**src/rtl/fp_convert_compare.sv**
```systemverilog
// Single-precision int<->float conversion and compare unit.
// Two operands come in and one result goes out, each over a strobe/acknowledge handshake.
module fp_convert_compare (
    input  logic        clk,
    input  logic        rst,
    input  logic [3:0]  op,
    input  logic [31:0] input_a,
    input  logic        input_a_stb,
    output logic        input_a_ack,
    input  logic [31:0] input_b,
    input  logic        input_b_stb,
    output logic        input_b_ack,
    output logic [31:0] output_z,
    output logic        output_z_stb,
    input  logic        output_z_ack
);
    localparam logic [3:0] OP_CVT_S_W = 4'b0100;
    localparam logic [3:0] OP_CVT_W_S = 4'b0101;
    localparam logic [3:0] OP_FEQ     = 4'b0110;
    localparam logic [3:0] OP_FLT     = 4'b0111;
    localparam logic [3:0] OP_FLE     = 4'b1000;

    typedef enum logic [2:0] {GET_A, GET_B, EXEC, NORM, PACK, PUT_Z} state_e;

    state_e      state_q, state_d;
    logic [31:0] a_q, a_d, b_q, b_d, z_q, z_d, mant_q, mant_d;
    logic [3:0]  op_q, op_d;
    logic [7:0]  exp_q, exp_d;
    logic        a_ack_q, a_ack_d, b_ack_q, b_ack_d, z_stb_q, z_stb_d;

    // Compare datapath: NaNs are unordered, and the two zeros are equal.
    logic a_nan, b_nan, both_zero, cmp_eq, cmp_lt, cmp_le, lt_raw;
    assign a_nan     = (&a_q[30:23]) & (|a_q[22:0]);
    assign b_nan     = (&b_q[30:23]) & (|b_q[22:0]);
    assign both_zero = ~(|a_q[30:0]) & ~(|b_q[30:0]);
    assign lt_raw    = both_zero              ? 1'b0 :
                       (a_q[31] != b_q[31])   ? a_q[31] :
                       a_q[31]                ? (b_q[30:0] < a_q[30:0]) :
                                                (a_q[30:0] < b_q[30:0]);
    assign cmp_eq    = ~a_nan & ~b_nan & ((a_q == b_q) | both_zero);
    assign cmp_lt    = ~a_nan & ~b_nan & lt_raw;
    assign cmp_le    = cmp_lt | cmp_eq;

    // Conversion operand fields.
    logic [7:0]  a_exp;
    logic [23:0] a_sig;
    logic [31:0] int_mag, sig_shl;
    logic [2:0]  lshift;
    assign a_exp   = a_q[30:23];
    assign a_sig   = {1'b1, a_q[22:0]};
    assign int_mag = a_q[31] ? (~a_q + 32'd1) : a_q;
    // Exponents 150..157 map to left shifts 0..7; 150 has 3'b110 in its low bits.
    assign lshift  = a_exp[2:0] - 3'd6;
    assign sig_shl = {8'h00, a_sig} << lshift;

    // Round to nearest even on the low byte of the normalised magnitude.
    logic        rnd_up;
    logic [24:0] rounded;
    logic [7:0]  pack_exp;
    logic [22:0] pack_frac;
    assign rnd_up    = mant_q[7] & ((|mant_q[6:0]) | mant_q[8]);
    assign rounded   = {1'b0, mant_q[31:8]} + {24'd0, rnd_up};
    assign pack_exp  = exp_q + {7'd0, rounded[24]};
    assign pack_frac = rounded[24] ? rounded[23:1] : rounded[22:0];

    always_comb begin
        // NOTE: every _d gets its hold value first, so no path through the case can infer a latch.
        state_d = state_q;
        a_d     = a_q;
        b_d     = b_q;
        z_d     = z_q;
        op_d    = op_q;
        mant_d  = mant_q;
        exp_d   = exp_q;
        a_ack_d = a_ack_q;
        b_ack_d = b_ack_q;
        z_stb_d = z_stb_q;

        case (state_q)
            GET_A: begin
                a_ack_d = 1'b1;
                if (input_a_stb && a_ack_q) begin
                    a_d     = input_a;
                    op_d    = op;
                    a_ack_d = 1'b0;
                    state_d = GET_B;
                end
            end
            GET_B: begin
                b_ack_d = 1'b1;
                if (input_b_stb && b_ack_q) begin
                    b_d     = input_b;
                    b_ack_d = 1'b0;
                    state_d = EXEC;
                end
            end
            EXEC: begin
                state_d = PUT_Z;
                z_d     = 32'd0;
                case (op_q)
                    OP_FEQ: z_d = {31'd0, cmp_eq};
                    OP_FLT: z_d = {31'd0, cmp_lt};
                    OP_FLE: z_d = {31'd0, cmp_le};
                    OP_CVT_S_W: begin
                        if (a_q != 32'd0) begin
                            mant_d  = int_mag;
                            exp_d   = 8'd158;
                            state_d = int_mag[31] ? PACK : NORM;
                        end
                    end
                    OP_CVT_W_S: begin
                        if (a_nan) begin
                            z_d = 32'h7FFF_FFFF;
                        end else if (a_exp >= 8'd158) begin
                            z_d = a_q[31] ? 32'h8000_0000 : 32'h7FFF_FFFF;
                        end else if (a_exp < 8'd127) begin
                            z_d = 32'd0;
                        end else if (a_exp >= 8'd150) begin
                            mant_d  = sig_shl;
                            state_d = PACK;
                        end else begin
                            // exp_q holds the unbiased exponent while shifting right.
                            mant_d  = {8'h00, a_sig};
                            exp_d   = a_exp - 8'd127;
                            state_d = NORM;
                        end
                    end
                    default: z_d = 32'd0;
                endcase
            end
            NORM: begin
                if (op_q == OP_CVT_S_W) begin
                    mant_d = mant_q << 1;
                    exp_d  = exp_q - 8'd1;
                    if (mant_q[30]) state_d = PACK;
                end else begin
                    mant_d = mant_q >> 1;
                    exp_d  = exp_q + 8'd1;
                    if (exp_q == 8'd22) state_d = PACK;
                end
            end
            PACK: begin
                state_d = PUT_Z;
                if (op_q == OP_CVT_S_W) z_d = {a_q[31], pack_exp, pack_frac};
                else                    z_d = a_q[31] ? (~mant_q + 32'd1) : mant_q;
            end
            PUT_Z: begin
                z_stb_d = 1'b1;
                if (output_z_ack && z_stb_q) begin
                    z_stb_d = 1'b0;
                    a_ack_d = 1'b1;
                    state_d = GET_A;
                end
            end
            default: state_d = GET_A;
        endcase
    end

    // NOTE: state registers use non-blocking assignments so every flop samples pre-edge values.
    always_ff @(posedge clk) begin
        if (rst) begin
            state_q <= GET_A;
            a_q     <= 32'd0;
            b_q     <= 32'd0;
            z_q     <= 32'd0;
            op_q    <= 4'd0;
            mant_q  <= 32'd0;
            exp_q   <= 8'd0;
            a_ack_q <= 1'b0;
            b_ack_q <= 1'b0;
            z_stb_q <= 1'b0;
        end else begin
            state_q <= state_d;
            a_q     <= a_d;
            b_q     <= b_d;
            z_q     <= z_d;
            op_q    <= op_d;
            mant_q  <= mant_d;
            exp_q   <= exp_d;
            a_ack_q <= a_ack_d;
            b_ack_q <= b_ack_d;
            z_stb_q <= z_stb_d;
        end
    end

    assign input_a_ack  = a_ack_q;
    assign input_b_ack  = b_ack_q;
    assign output_z     = z_q;
    assign output_z_stb = z_stb_q;

endmodule

```
**config.mk**
```make
export PLATFORM = sky130hd
export DESIGN_NAME = fp_convert_compare
export DESIGN_NICKNAME = d
export VERILOG_FILES = /design/src/rtl/fp_convert_compare.sv
export SDC_FILE = /design/constraint.sdc
export NUM_CORES = 1
export LEC_CHECK = 0
export BUFFER_PORTS_ARGS = -buffer_cell sky130_fd_sc_hd__clkbuf_2
export CORE_MARGIN = 2
export CORE_UTILIZATION = 30
export CTS_CLUSTER_DIAMETER = 100
export DETAILED_ROUTE_END_ITERATION = 8
export PLACE_DENSITY = 0.52
export RECOVER_POWER = 100
export SLEW_MARGIN = 10
export SYNTH_ARGS = -nofsm -noshare
export SYNTH_HDL_FRONTEND = slang
export SYNTH_SLANG_ARGS = --single-unit
```
**constraint.sdc**
```tcl
create_clock -name clk -period 4.05 [get_ports clk]
set_input_delay 0.81 -clock clk [delete_from_list [all_inputs] [get_ports clk]]
set_output_delay 0.81 -clock clk [all_outputs]
set_load 0.05 [all_outputs]
```
* After elaboration in Yosys (flattened, before gate mapping) *
Index checks and enable logic that the tools add are counted.

storage, ports and cells
  bits in registers = 146
  logic and storage cells = 132
  output and inout port bits = 35

operators by class
  reductions and logical operators = 21
  shift-type cells = 1
  multiplexer cells = 47
  equal/unequal tests = 24
  order comparisons = 5
  bitwise logic cells = 16
  $add $sub $neg = 8

operators by type and width
  cell                   number
  $mux 32                12
  $pmux 32 s2            3
  $pmux 32 s4            1
  $add 32x1->32 const B  2
  $not 32->32            2
  $lt 31x31->1           2
  $reduce_or 31->1       2
  $mux 8                 6
  $reduce_or 23->1       2
  $mux 3                 12
  $eq 32x32->1           1
  $pmux 8 s2             2
  $reduce_bool 32->1     1
  $shl 24x3->32          1
  $add 24x1->25          1
  $ne 3x3->1 const B     8
  $mux 23                1
  $pmux 3 s6             1
  $eq 4x3->1 const B     4
  $ge 8x8->1 const B     2
  $reduce_and 8->1       2
  $add 8x1->8            1
  $add 8x1->8 const B    1
  $eq 8x5->1 const B     1
  24 further kinds       51

* Depth between registers and ports, before layout *
  depth after elaboration = 8
  depth in mapped cells = 14

* Least setup slack after synthesis *
No wires, ideal clock.

  kind = register to register
  start point = register a_q[24]
  end point = register mant_q[4]
  arrival = 3.469 ns
  cell stages (with the launch flop) = 12
  setup slack = 0.490 ns
  clock period less this slack = 3.560 ns
  path buffers = 5
  required time = 3.959 ns
  path through = dfxtp_1 -> clkbuf_1 -> buf_1 -> clkbuf_1 -> inv_1 -> ha_1 -> buf_1 -> buf_1 -> nand2_1 -> o311ai_0 -> nand4_1 -> a311oi_1

between the ends
  longest elaborated chain between the ends = 8
  elaborated cells on any way between the ends = 19

ends and longest elaborated chain
  element                 line  RTL
  from (decl)             26    logic [31:0] a_q, a_d, b_q, b_d, z_q, z_d, mant_q, mant_d;
  from (signal assigned)  163   a_q <= 32'd0;
  from (signal assigned)  174   a_q <= a_d;
  $sub 3x3->3             53    assign lshift = a_exp[2:0] - 3'd6;
  $shl 24x3->32           54    assign sig_shl = {8'h00, a_sig} << lshift;
  $mux 32                 118   end else if (a_exp >= 8'd150) begin
  $mux 32                 116   end else if (a_exp < 8'd127) begin
  $mux 32                 114   end else if (a_exp >= 8'd158) begin
  $mux 32                 112   if (a_nan) begin
  $pmux 32 s2             100   case (op_q)
  $pmux 32 s2             79    case (state_q)
  to (signal assigned)    178   mant_q <= mant_d;
  to (decl)               26

Several ways; a longest one is shown, not always the timed one. The select of a mux whose other input is x is not followed.
A chain may end at the register's enable or synchronous reset.

* Worst setup path after layout *
  start point = register a_q[0]
  end point = register mant_q[28]

between the ends
  longest elaborated chain between the ends = 7
  elaborated cells on any way between the ends = 17

ends and longest elaborated chain
  element
  parallel branches: the longest is 7 deep, another holds $add 32x1->32

Parallel ways; which one is timed is not known. The select of a mux whose other input is x is not followed.

==> metrics.txt <==
DRC violation count after routing 0; fin area 12400 um2; post-DP HPWL 26600 um; Yosys top cell by area dfxtp_1; chip width 195 um; Post-synth EDFFs 0; Rows 70; PortBufs 107; total gr overflow 0; vias per inst 5.56; Starting Density 30.3%; Worst VDD drop 0.299 mV; CTS tree yes; Synthesis Warnings 0; Achievable Freq 0.271 GHz; DR WL/cell 18.2 um; DIE AREA 38200 um2; die extent in y 195 um; sequential area share after synthesis 26.6%; ordered cell list for the critical path inv_1 -> ha_1 -> or3b_1 -> or4_4 -> o41a_1 -> a311oi_4 -> clkbuf_2 -> a31oi_1 -> a221oi_2; Hold Startpoint b_q[7]$_SDFFE_PP0P_; Final Hold Fails 0; Yosys reg bits 146; critical path's largest stage delay 0.64 ns; slew at the pin with the worst max-slew slack 1.79 ns; normalized max-slew margin -19.6%; diode count 0; count leader, synth nand2_1; FF/Latch Area 2920 um2; P_leak 4.38 nW; fillers 3954; GRT Resource Usage Total 19.1%; Worst setup SP type flip-flop; WL final 37000 um; Area contributors post-synth dfxtp_1, nand2_1, a21oi_1; First-pass DRT Iterations 7; Slowest cell on crit path or4_4; max_cap viols 1; Post-CTS Setup Inserts 0; H-tree depth 4; Worst-Skew Late Latency 0.43 ns; R2R depth 9; Cell variety after synth 75; reg2reg end mant_q[28]$_SDFFE_PP0P_; Final Slew Violations 38; reg2reg setup slack 0.35 ns; placed cell areas 11900 um2; average size of a mapped cell 7.22 um2; First DRT Iteration DRCs 791; GPL Wtd Cong 0.873; Critical Path AT 4.04 ns; share of the synthesized area in the top cell type 26.6%; Final Cycle Share 91.3%; ANT nets after route 0; final setup vio count 0; Area Growth Syn to Fin 13.0%; asr flop ratio synth 0%; Hold Crit Class reg -> reg; Clock Pin Slew Worst Setup and Hold Paths 0.07 ns; DR vias 11300; failing checks capacitance limit, slew limit; Final min period 3.70 ns; core area 36300 um2; Num CTS Buffers 17; path type of the worst setup path reg -> reg; WHS Path Cells 2; skew final 0.0106 ns; RSZ-0062 raised after global routing false; initial antenna violation count 0; Ports 108; layout cells sized above 1 11.4%; clock root buffer clkbuf_16; CTS Sinks 146; Total Neg Setup Slack 0 ns; P per Cell Area 311 nW/um2; post-cts sizing count 0; Clock Path Buffers 2; first-pass GRT wire length 58600 um; most used flip-flop cell after synthesis dfxtp_1; multi-input logic area 7340 um2; number of global-route vias before repair 10300; hold endpoint b_q[7]$_SDFFE_PP0P_; CP endpoint kind flip-flop; outcome finished with violations; synthesized cell area 11000 um2; nets 1674; WHS 0.473 ns; synthesized net count 1645; maximum number of pins on one net before global-route repair 68; total power 3.87 mW; Synth Instances 1523; WP data required 4.39 ns; CTS Hold Bufs 0; worst r2r src a_q[0]$_SDFFE_PP0P_; worst-path maximum fanout 36; most common library cells after synthesis nand2_1, a21oi_1, dfxtp_1
critical path, delay by kind of cell (launching register included):
kind            cells  cell delay [ns]
flops               1             0.38
compound gates      4             1.14
simple gates        2             1.12
fa+ha+maj           1             0.19
buf+inv             2             0.76
power breakdown:
group	switching, mW	internal [mW]
Combinational	0.503	0.288
Clock	0.645	0.901
Sequential	0.0610	1.47
cell type report:
| type | instances | area share (%) |
|---|---|---|
| Multi-Input combinational cell | 1179 | 59.0 |
| Sequential cell | 146 | 23.5 |
| Timing Repair Buffer | 153 | 6.52 |
| Tap cell | 468 | 4.71 |
| Clock buffer | 21 | 3.87 |
| Inverter | 55 | 1.66 |
| Clock inverter | 10 | 0.675 |
sequential cells by signal, summed over array words and instances (netlist names):
signal / flops
a_q: 32
b_q: 32
exp_q: 8
input_a_ack: 1
input_b_ack: 1
mant_q: 32
op_q: 4
output_z: 32
output_z_stb: 1
state_q: 3
how the worst max path moves through the flow:
stage | startpoint | to | slack [ns] | cells after the start
CTS | a_q[0]$_SDFFE_PP0P_ | mant_q[14]$_SDFFE_PP0P_ | 0.46 | 9
finish | a_q[0]$_SDFFE_PP0P_ | mant_q[28]$_SDFFE_PP0P_ | 0.35 | 9
global placement | a_q[1]$_SDFFE_PP0P_ | mant_q[14]$_SDFFE_PP0P_ | 0.57 | 9
floorplan | a_q[24]$_SDFFE_PP0P_ | mant_q[4]$_SDFFE_PP0P_ | 0.49 | 11
detailed placement | a_q[1]$_SDFFE_PP0P_ | mant_q[14]$_SDFFE_PP0P_ | 0.48 | 9
global route | a_q[1]$_SDFFE_PP0P_ | mant_q[22]$_SDFFE_PP0P_ | 0.19 | 9
cell usage in the layout (no fill, tap or decap), drive strengths merged, types with 11 or more instances in the layout:
cell,n
dfxtp,146
o211ai,16
or3,11
o31ai,23
mux2i,39
o21ai,58
a31oi,27
inv,55
nor2,86
xnor2,45
nand2,282
mux4,11
nand4,24
a21oi,174
and3,11
nor4,20
ha,48
a221oi,15
or4,13
nor3,29
xor2,23
nand3,49
o22ai,16
clkbuf,135
buf,39
a211oi,12
per-layer routing:
metal | share of wire [%] | GRT usage (%) | vias up | wire length, um
li1 | - | - | 5549 | -
met1 | 50 | 28.5 | 5314 | 18500
met2 | 42 | 28.4 | 405 | 15600
met3 | 6.3 | 3.26 | 34 | 2340
met4 | 1.3 | 4.07 | 0 | 467
met5 | 0 | 0 | - | 0
logic make-up after synthesis:
group | synth area share [%]
and+or+nand+nor | 24.1
buffers and inverters | 6.91
DFF | 26.6
muxes | 6.32
AOI/OAI and AO/OA | 25.0
xor gates and xnor gates | 5.42
adders and majority gates | 5.64
metrics by stage:
stage | std cells | utilization (%) | setup slack (ns)
6_report | 2032 | 34.2 | 0.354
4_1_cts | 2032 | 34.4 | 0.462
2_1_floorplan | 1523 | - | 0.490
3_5_place_dp | 2001 | 32.9 | 0.482
5_1_grt | 2032 | 34.2 | 0.185
3_3_place_gp | 2001 | 32.9 | 0.570
Power figures use the tool's default switching activity.
